## src/rtl/ctrl_pkg.sv

```systemverilog
// Shared definitions for the control-unit front end.
//   INSTR_WIDTH / PC_WIDTH : instruction word and program counter widths
//   OPCODE_MSB / OPCODE_LSB: opcode field position inside an instruction word
//   FIFO_DEPTH             : default prefetch queue depth
//   fetch_state_t          : fetch sequencer states
package ctrl_pkg;

    localparam int INSTR_WIDTH = 18;
    localparam int PC_WIDTH    = 10;
    localparam int OPCODE_MSB  = 17;
    localparam int OPCODE_LSB  = 13;
    localparam int FIFO_DEPTH  = 4;

    typedef enum logic [1:0] {
        IDLE   = 2'd0,
        RUN    = 2'd1,
        HALTED = 2'd2
    } fetch_state_t;

    function automatic logic [OPCODE_MSB-OPCODE_LSB:0] opcode_of(
        input logic [INSTR_WIDTH-1:0] word
    );
        return word[OPCODE_MSB:OPCODE_LSB];
    endfunction

endpackage

```

## src/rtl/fetch_fifo.sv

```systemverilog
// Synchronous show-ahead FIFO holding {pc, instruction} pairs.
// The head entry is visible on rdata whenever the queue is not empty and
// reads as zero when it is empty.
// Ports:
//   clk, reset : clock, synchronous active-high reset
//   flush      : drop every entry (synchronous, wins over push)
//   push/wdata : write one entry
//   pop        : retire the head entry
//   full/empty : occupancy flags
//   count      : number of stored entries
//   rdata      : head entry
module fetch_fifo #(
    parameter int W     = 28,
    parameter int DEPTH = 4,
    localparam int AW   = $clog2(DEPTH)
) (
    input  logic          clk,
    input  logic          reset,
    input  logic          flush,
    input  logic          push,
    input  logic [W-1:0]  wdata,
    input  logic          pop,
    output logic          full,
    output logic          empty,
    output logic [AW:0]   count,
    output logic [W-1:0]  rdata
);

    logic [W-1:0]  mem_q [DEPTH];
    logic [AW-1:0] wr_ptr_q;
    logic [AW-1:0] rd_ptr_q;
    logic [AW:0]   count_q;
    logic          do_push;
    logic          do_pop;

    assign full  = (count_q == (AW+1)'(DEPTH));
    assign empty = (count_q == '0);
    assign count = count_q;
    assign rdata = empty ? '0 : mem_q[rd_ptr_q];

    // A push into a full queue is only accepted when the head leaves in the
    // same cycle; the pointers wrap naturally because DEPTH is a power of two.
    assign do_push = push && (!full || pop);
    assign do_pop  = pop && !empty;

    always_ff @(posedge clk) begin
        if (reset || flush) begin
            wr_ptr_q <= '0;
            rd_ptr_q <= '0;
            count_q  <= '0;
        end else begin
            if (do_push) wr_ptr_q <= wr_ptr_q + AW'(1);
            if (do_pop)  rd_ptr_q <= rd_ptr_q + AW'(1);
            case ({do_push, do_pop})
                2'b10:   count_q <= count_q + (AW+1)'(1);
                2'b01:   count_q <= count_q - (AW+1)'(1);
                default: count_q <= count_q;
            endcase
        end
    end

    always_ff @(posedge clk) begin
        if (do_push) mem_q[wr_ptr_q] <= wdata;
    end

endmodule

```

## src/rtl/instruction_fetch.sv

```systemverilog
// Instruction fetch front end: walks pc over a synchronous instruction
// memory, buffers returned words in a show-ahead queue and presents the head
// to the decoder.
// Handshake: a word transfers on every clock edge where instr_valid and
// instr_ready are both high; while instr_valid is high and instr_ready is low,
// raw_instruction and instr_pc hold their value until accepted or flushed.
// Ports:
//   clk, reset                : clock, synchronous active-high reset
//   start, halt               : sequencer control pulses
//   redirect_valid/redirect_pc: flush and continue at a new pc
//   imem_en/imem_addr         : memory read request (data returns next cycle)
//   imem_rdata                : memory read data
//   raw_instruction/instr_pc  : queue head and its address
//   instr_valid/instr_ready   : decoder handshake
//   dbg_state_o               : current sequencer state
module instruction_fetch #(
    parameter int INSTR_WIDTH = ctrl_pkg::INSTR_WIDTH,
    parameter int PC_WIDTH    = ctrl_pkg::PC_WIDTH,
    parameter int FIFO_DEPTH  = ctrl_pkg::FIFO_DEPTH
) (
    input  logic                     clk,
    input  logic                     reset,
    input  logic                     start,
    input  logic                     halt,
    input  logic                     redirect_valid,
    input  logic [PC_WIDTH-1:0]      redirect_pc,
    output logic                     imem_en,
    output logic [PC_WIDTH-1:0]      imem_addr,
    input  logic [INSTR_WIDTH-1:0]   imem_rdata,
    output logic [INSTR_WIDTH-1:0]   raw_instruction,
    output logic [PC_WIDTH-1:0]      instr_pc,
    output logic                     instr_valid,
    input  logic                     instr_ready,
    output ctrl_pkg::fetch_state_t   dbg_state_o
);

    import ctrl_pkg::*;

    localparam int AW = $clog2(FIFO_DEPTH);
    localparam int EW = PC_WIDTH + INSTR_WIDTH;

    fetch_state_t          state_q, state_d;
    logic [PC_WIDTH-1:0]   pc_q, pc_d;
    logic                  inflight_q;
    logic [PC_WIDTH-1:0]   inflight_pc_q;

    logic                  issue;
    logic [AW+1:0]         occupancy;
    logic                  fifo_push;
    logic                  fifo_pop;
    logic                  fifo_full;
    logic                  fifo_empty;
    logic [AW:0]           fifo_count;
    logic [EW-1:0]         fifo_head;

    // Credit check counts the word already in flight but not a pop happening
    // this cycle, so a full queue always waits one cycle before refetching.
    assign occupancy = {1'b0, fifo_count} + (AW+2)'(inflight_q);
    assign issue     = (state_q == RUN) && !redirect_valid
                       && (occupancy < (AW+2)'(FIFO_DEPTH));

    // A redirect in the response cycle kills the returning word.
    assign fifo_push = inflight_q && !redirect_valid;
    assign fifo_pop  = instr_valid && instr_ready;

    always_comb begin
        state_d = state_q;
        pc_d    = pc_q;
        case (state_q)
            IDLE: begin
                if (start) begin
                    state_d = RUN;
                    pc_d    = '0;
                end
            end
            RUN: begin
                if (halt) state_d = HALTED;
            end
            HALTED: begin
                // halt beats a simultaneous start
                if (start && !halt) state_d = RUN;
            end
            default: state_d = IDLE;
        endcase
        if (issue)          pc_d = pc_q + PC_WIDTH'(1);
        if (redirect_valid) pc_d = redirect_pc;
    end

    always_ff @(posedge clk) begin
        if (reset) begin
            state_q       <= IDLE;
            pc_q          <= '0;
            inflight_q    <= 1'b0;
            inflight_pc_q <= '0;
        end else begin
            state_q    <= state_d;
            pc_q       <= pc_d;
            inflight_q <= issue;
            if (issue) inflight_pc_q <= pc_q;
        end
    end

    fetch_fifo #(
        .W     (EW),
        .DEPTH (FIFO_DEPTH)
    ) u_fifo (
        .clk   (clk),
        .reset (reset),
        .flush (redirect_valid),
        .push  (fifo_push),
        .wdata ({inflight_pc_q, imem_rdata}),
        .pop   (fifo_pop),
        .full  (fifo_full),
        .empty (fifo_empty),
        .count (fifo_count),
        .rdata (fifo_head)
    );

    // The credit logic must never let a returning word meet a full queue.
    assert property (@(posedge clk) disable iff (reset)
        fifo_push |-> (!fifo_full || fifo_pop));

    assign imem_en         = issue;
    assign imem_addr       = pc_q;
    assign instr_valid     = !fifo_empty;
    assign instr_pc        = fifo_head[EW-1:INSTR_WIDTH];
    assign raw_instruction = fifo_head[INSTR_WIDTH-1:0];
    assign dbg_state_o     = state_q;

endmodule

```

## config.mk

```make
export PLATFORM = sky130hd
export DESIGN_NAME = instruction_fetch
export DESIGN_NICKNAME = d
export VERILOG_FILES = /design/src/rtl/ctrl_pkg.sv /design/src/rtl/fetch_fifo.sv /design/src/rtl/instruction_fetch.sv
export SDC_FILE = /design/constraint.sdc
export NUM_CORES = 1
export LEC_CHECK = 0
export CAP_MARGIN = 20
export CELL_PAD_IN_SITES_DETAIL_PLACEMENT = 1
export CELL_PAD_IN_SITES_GLOBAL_PLACEMENT = 1
export CORE_AREA = 8 8 118 120
export DETAILED_ROUTE_END_ITERATION = 8
export DIE_AREA = 0 0 126 128
export PLACE_DENSITY = 0.8
export SLEW_MARGIN = 20
export SYNTH_ARGS = -nofsm -noshare
export SYNTH_HDL_FRONTEND = slang
export SYNTH_SLANG_ARGS = --single-unit
export TNS_END_PERCENT = 20
```

## constraint.sdc

```tcl
create_clock -name clk -period 5.3 [get_ports clk]
set_input_delay 1.06 -clock clk [delete_from_list [all_inputs] [get_ports clk]]
set_output_delay 1.06 -clock clk [all_outputs]
set_load 0.05 [all_outputs]
```

==> flow_summary_export.csv <==
group,metric,value,unit
outcome,outcome,"complete, no violations",
grt,antenna_found_initial,0,
synth,yosys.area.top_type,"edfxtp_1",
synth,synth_area_leaders,"edfxtp_1, dfxtp_1, mux4_2, and2_1, nand2_1",
layout,drive_gt1_share,14.8,%
synth,syn_avg_cell_area,15.9,um^2
route,routed_via_density,5.51,
worst_setup_path,worst_ep_arrival_time,3.42,ns
worst_setup_path,crit_path_max_incr_delay,0.89,ns
clock_network,clk_pin_slew,0.06,ns
grt,grt-ovfl-total,0,
synth,synth_top_cell_area_share,58.3,%
sta,finalSetupViolCount,0,
clock_network,cts_resized,0,
floorplanning,die_area,0.0161,mm^2
clock_network,cts-buffers-inserted,17,
worst_setup_path,crit_family,"buffers and inverters",
worst_setup_path,path_max_fanout,20,
run,maxCapViolations,0,
grt,grt_max_degree,32,
route,drtIter0Drc,233,
floorplanning,die_y,128,um
floorplanning,pin_count,76,
clock_network,clockBufferDepth,2,
route,wl,12.7,mm
worst_setup_path,critical_path_depth,5,
clock_network,cts_tree,"yes",
synth,synthTopCellsByCount,"edfxtp_1, and2_1, dfxtp_1",
worst_setup_path,reg2reg_to,"u_fifo.count[2]",
placed_design,dp_hpwl,7.77,mm
worst_setup_path,r2r_cells,10,
floorplanning,placementRows,41,
sta,finalHoldViolations,0,
clock_network,cts-htree-levels,4,
clock_network,post_cts_buffers,0,
layout,final.fill_count,1131,
floorplanning,start_util,47.2,%
synth,ys_types,42,
sta,worstMarginPinSlew,0.914,ns
synth,synth_edf_count,112,
synth,syn_area,0.00576,mm^2
sta,clock.fmax,0.223,GHz
synth,synthCells,363,
floorplanning,dieWidth,126,um
placed_design,io_buffers,75,
clock_network,clk_latency,0.40,ns
clock_network,cts_sinks,144,
power_and_ir_drop,p_leak,2.32,nW
worst_setup_path,slowest_stage,"clkdlybuf4s50_1",
layout,areaGrowthSynthToFinish,25.9,%
synth,yosysMostFrequentCell,"edfxtp_1",
grt,grt_pass1_vias,3740,
sta,rsz0062_at_grt,"no",
sta,holdWs,0.498,ns
worst_setup_path,r2r_slack,2.56,ns
worst_setup_path,crit_required,4.24,ns
grt,globalRouteTotalUtil,16.6,%
sta,slew_viol_final,0,
sta,period_share,84.6,%
floorplanning,core_area,0.0122,mm^2
layout,fin_util,59.5,%
layout,antenna_cells,0,
synth,async_flop_share,0,%
grt,grt_pass1_wl,20.5,mm
synth,yosysWarnings,0,
synth,seq_area_frac_synth,69.5,%
worst_setup_path,crit_start,"redirect_valid",
sta,finClkSkew,0.00762,ns
synth,yosys_register_bits,144,
route,vias,3352,
clock_network,cts_hold_buf,0,
power_and_ir_drop,peakVddDrop,0.210,mV
min_path,min_path_type,"reg -> reg",
layout,nets,486,
sta,slew-limit-headroom,38.9,%
worst_setup_path,r2r_start,"u_fifo.count[2]",
synth,synth_fp_nets,404,
route,final_antenna_net_count,0,
worst_setup_path,worstSetupEndpointType,"output port",
sta,fin_crit,4.48,ns
route,firstDrtPassIters,4,
route,wl_per_cell,20.9,um
sta,setup_tns,0,ns
synth,synthFlopType,"edfxtp_1",
clock_network,clockRootBuffer,"clkbuf_16",
worst_setup_path,crit_buf_inv,3,
worst_setup_path,worstPathCellList,"clkdlybuf4s50_1 > nor4b_4 > nand2_2 > inv_1 > clkdlybuf4s50_1",
worst_setup_path,crit_path_start_kind,"input port",
power_and_ir_drop,powerDensity,349,mW/mm^2
worst_setup_path,critPathKind,"in -> out",
worst_setup_path,crit_top_cell,"clkdlybuf4s50_1",
placed_design,gp_congestion,0.827,
power_and_ir_drop,total_power,0.00253,W
route,post-route-drc-count,0,
worst_setup_path,cp-endpoint,"imem_en",
-- registers in the layout (all words and copies together), names as in the netlist, named ones only --
signal and cells:
u_fifo.wr_ptr_q 2, inflight_q 1, dbg_state_o 2, u_fifo.count 3, u_fifo.rd_ptr_q 2, imem_addr 10
inflight_pc_q 10, u_fifo.mem_q 112
-- how the worst min path moves through the flow --
stage	from	to	depth (start not counted)
after floorplan	inflight_pc_q[0]	u_fifo.mem_q[0][18]	0
after global placement	inflight_pc_q[6]	u_fifo.mem_q[2][24]	0
after detailed placement	inflight_pc_q[1]	u_fifo.mem_q[2][19]	0
after CTS	inflight_pc_q[1]	u_fifo.mem_q[2][19]	0
after global routing	inflight_pc_q[1]	u_fifo.mem_q[2][19]	0
final	inflight_pc_q[1]	u_fifo.mem_q[2][19]	0
-- layer usage --
layer  vias to the layer above  track usage [%]  share of wire, %
met5                         -                0                 0
met4                         0             6.79               1.4
met3                        18             4.45               5.2
met2                        96             28.8                50
met1                      1695             19.3                43
li1                       1543                -                 -
-- through the flow --
stage / instance area [um^2] / setup WS [ns] / std cells
final: 7260 / 0.817 / 608
after CTS: 7260 / 0.812 / 608
after floorplan: 5760 / 2.23 / 363
after detailed placement: 6660 / 0.819 / 576
after global routing: 7260 / 0.692 / 608
after global placement: 6660 / 0.899 / 576
-- layout by cell type, fill, tap and decap left out, types with 7 or more instances in the layout --
| master | instances |
|---|---|
| dfxtp_1 | 31 |
| nand2_1 | 29 |
| a21oi_1 | 14 |
| or3_1 | 7 |
| clkdlybuf4s50_1 | 75 |
| inv_1 | 12 |
| mux4_2 | 28 |
| and2_1 | 33 |
| nor2_1 | 14 |
| nand3_1 | 8 |
| clkbuf_16 | 17 |
| edfxtp_1 | 112 |
-- final cells by class --
cell class | instances | area [um^2] | area share (%)
sequential | 144 | 4010 | 55.2
multi-input combinational | 189 | 1630 | 22.4
timing repair buffer | 81 | 796 | 11.0
clock buffer | 18 | 429 | 5.91
tap | 150 | 188 | 2.59
clock inverter | 14 | 165 | 2.28
inverter | 12 | 45.0 | 0.620
-- logic make-up after synthesis --
family	synth area share, %
flip-flops	69.5
AND/OR/NAND/NOR	10.1
AO/OA/AOI/OAI	4.28
buffers and inverters	2.30
multiplexers	11.3
adder cells (fa/ha/maj)	1.65
XOR/XNOR	0.912
-- power by group --
group	total, W	internal (W)	switching [W]
clock	0.00118	0.000738	0.000442
combinational	0.000118	0.0000508	0.0000669
sequential	0.00124	0.00122	0.0000143
Note: power is estimated with default switching activity, not from simulation.
==> RTL edit: new RTL, same flow settings <==
Make the reset (`reset`) asynchronous in one clocked block. Comments in the files are not updated.
--- a/src/rtl/instruction_fetch.sv
+++ b/src/rtl/instruction_fetch.sv
@@ -86,7 +86,7 @@
         if (redirect_valid) pc_d = redirect_pc;
     end
 
-    always_ff @(posedge clk) begin
+    always_ff @(posedge clk or posedge reset) begin
         if (reset) begin
             state_q       <= IDLE;
             pc_q          <= '0;
Behaviour: differs if reset is asserted again (counterexample within 4 cycles, from zero or initial values and one cycle with reset high); with reset held inactive, the same outputs for 4 cycles.
==> RTL edit against the unedited design <==
- area after synthesis increased by 1.2%
- wire length increased by 2.0%
- sequential cell count unchanged
- global-route usage increased by 0.13 points
- first-iteration DRC count increased by 5.2%
- core utilization increased by 0.71 points
- setup slack got worse by 0.041 ns
- cell count decreased by 1.6%
- cell area increased by 1.2%
Power is not compared: it rests on default switching activity, and its combinational part moved more than twofold at a synthesized area within 25%.
==> RTL edit: results (changes against the unedited design) <==
metric;value;unit;change
number of flops mapped to enable cells by yosys;112;;unchanged
Synth cell types;48;;was 42
vias in the first global route;3712;;was 3740
fin nets;476;;was 486
worst reg2reg path depth;8;;was 10
DR vias/cell;5.49;;was 5.51
reg2reg start;u_fifo.count[0]$_SDFFE_PP0P_;;was u_fifo.count[2]$_SDFFE_PP0P_
final wirelength;13000;um;was 12700 um
1st-iter DRT viols;245;;was 233
Worst-Margin Slew;1.03;ns;was 0.914 ns
maximum clock rate;221;MHz;was 223 MHz
antenna violations before repair;0;;unchanged
hold slack final;0.541;ns;was 0.498 ns
Largest Register;u_fifo.mem_q;;unchanged
met3 Resource Use GR;4.99;%;was 4.45%
Setup WS pre-CTS;0.777;ns;was 0.819 ns
total power draw;3.16;mW;
WP data arrival;3.46;ns;was 3.42 ns
largest cells by area after synthesis;edfxtp_1, mux4_2, dfrtp_1;;was edfxtp_1, dfxtp_1, mux4_2
met1 WL;5440;um;was 5470 um
synthesized net count;390;;was 404
postcts setup bufs;0;;unchanged
status;finished clean;;unchanged
R2R Setup Slk;2.38;ns;was 2.56 ns
asr flop ratio synth;16.0;%;was 0%
Post-synth top cells;edfxtp_1, nand2_1, and2_1;;was edfxtp_1, and2_1, dfxtp_1
H-tree depth;4;;unchanged
Filler Cell Count;1140;;was 1131
multiplexer share of the synthesized area;11.0;%;was 11.3%
met1 Usage GRT;19.4;%;was 19.3%
clk_skew;0.00965;ns;was 0.00762 ns
top layer in use;met4;;unchanged
Seq/Total Area, Yosys;70.6;%;was 69.5%
Synth Area in Compound Gates;4.29;%;was 4.28%
total track usage;16.8;%;was 16.6%
post-DP HPWL;7980;um;was 7770 um
global-route wire length before repair;20500;um;about the same
Synth Area in Adders;1.63;%;was 1.65%
Crit Path Max Fanout;19;;was 20
layout cells sized above 1;17.0;%;was 14.8%
Port-buffer cells;75;;unchanged
GR Util met2;29.4;%;was 28.8%
Critical Path Source;redirect_valid;;unchanged
CP peak stage delay;0.81;ns;was 0.89 ns
GPL Wtd Cong;0.767;;was 0.827
xor/xnor share of the synthesized area;0.901;%;was 0.912%
wire length on met2;6770;um;was 6430 um
HP Start;inflight_pc_q[1]$_DFFE_PP0P_;;was inflight_pc_q[1]$_SDFFE_PP0P_
Detail Route met3 WL;693;um;was 660 um
Post-DP Area;6750;sq um;was 6660 sq um
==> RTL edit: worst max-delay path, delay by kind of cell <==
family	cells	cell delay [ns]
buf+inv	4	1.54
simple gates	2	0.84
==> RTL edit: area by class of cell <==
class | count | area (sq um) | area share [%]
sequential | 144 | 4120 | 56.1
tap | 150 | 188 | 2.55
clock inverter | 14 | 166 | 2.27
inverter | 14 | 65.1 | 0.886
timing repair buffer | 81 | 796 | 10.8
multi-input combinational | 177 | 1580 | 21.5
clock buffer | 18 | 429 | 5.84
==> RTL edit: logic make-up after synthesis <==
kind of cell,count (synthesis)
mux,29
fa+ha+maj,7
compound gates,32
buf+inv,28
flops,144
simple gates,103
xor+xnor,6
==> RTL edit: stage by stage <==
step                instances  util (%)
finish                    598      60.2
global route              598      60.2
floorplan                 349         -
CTS                       598      60.1
global placement          566      55.3
detailed placement        566      55.3
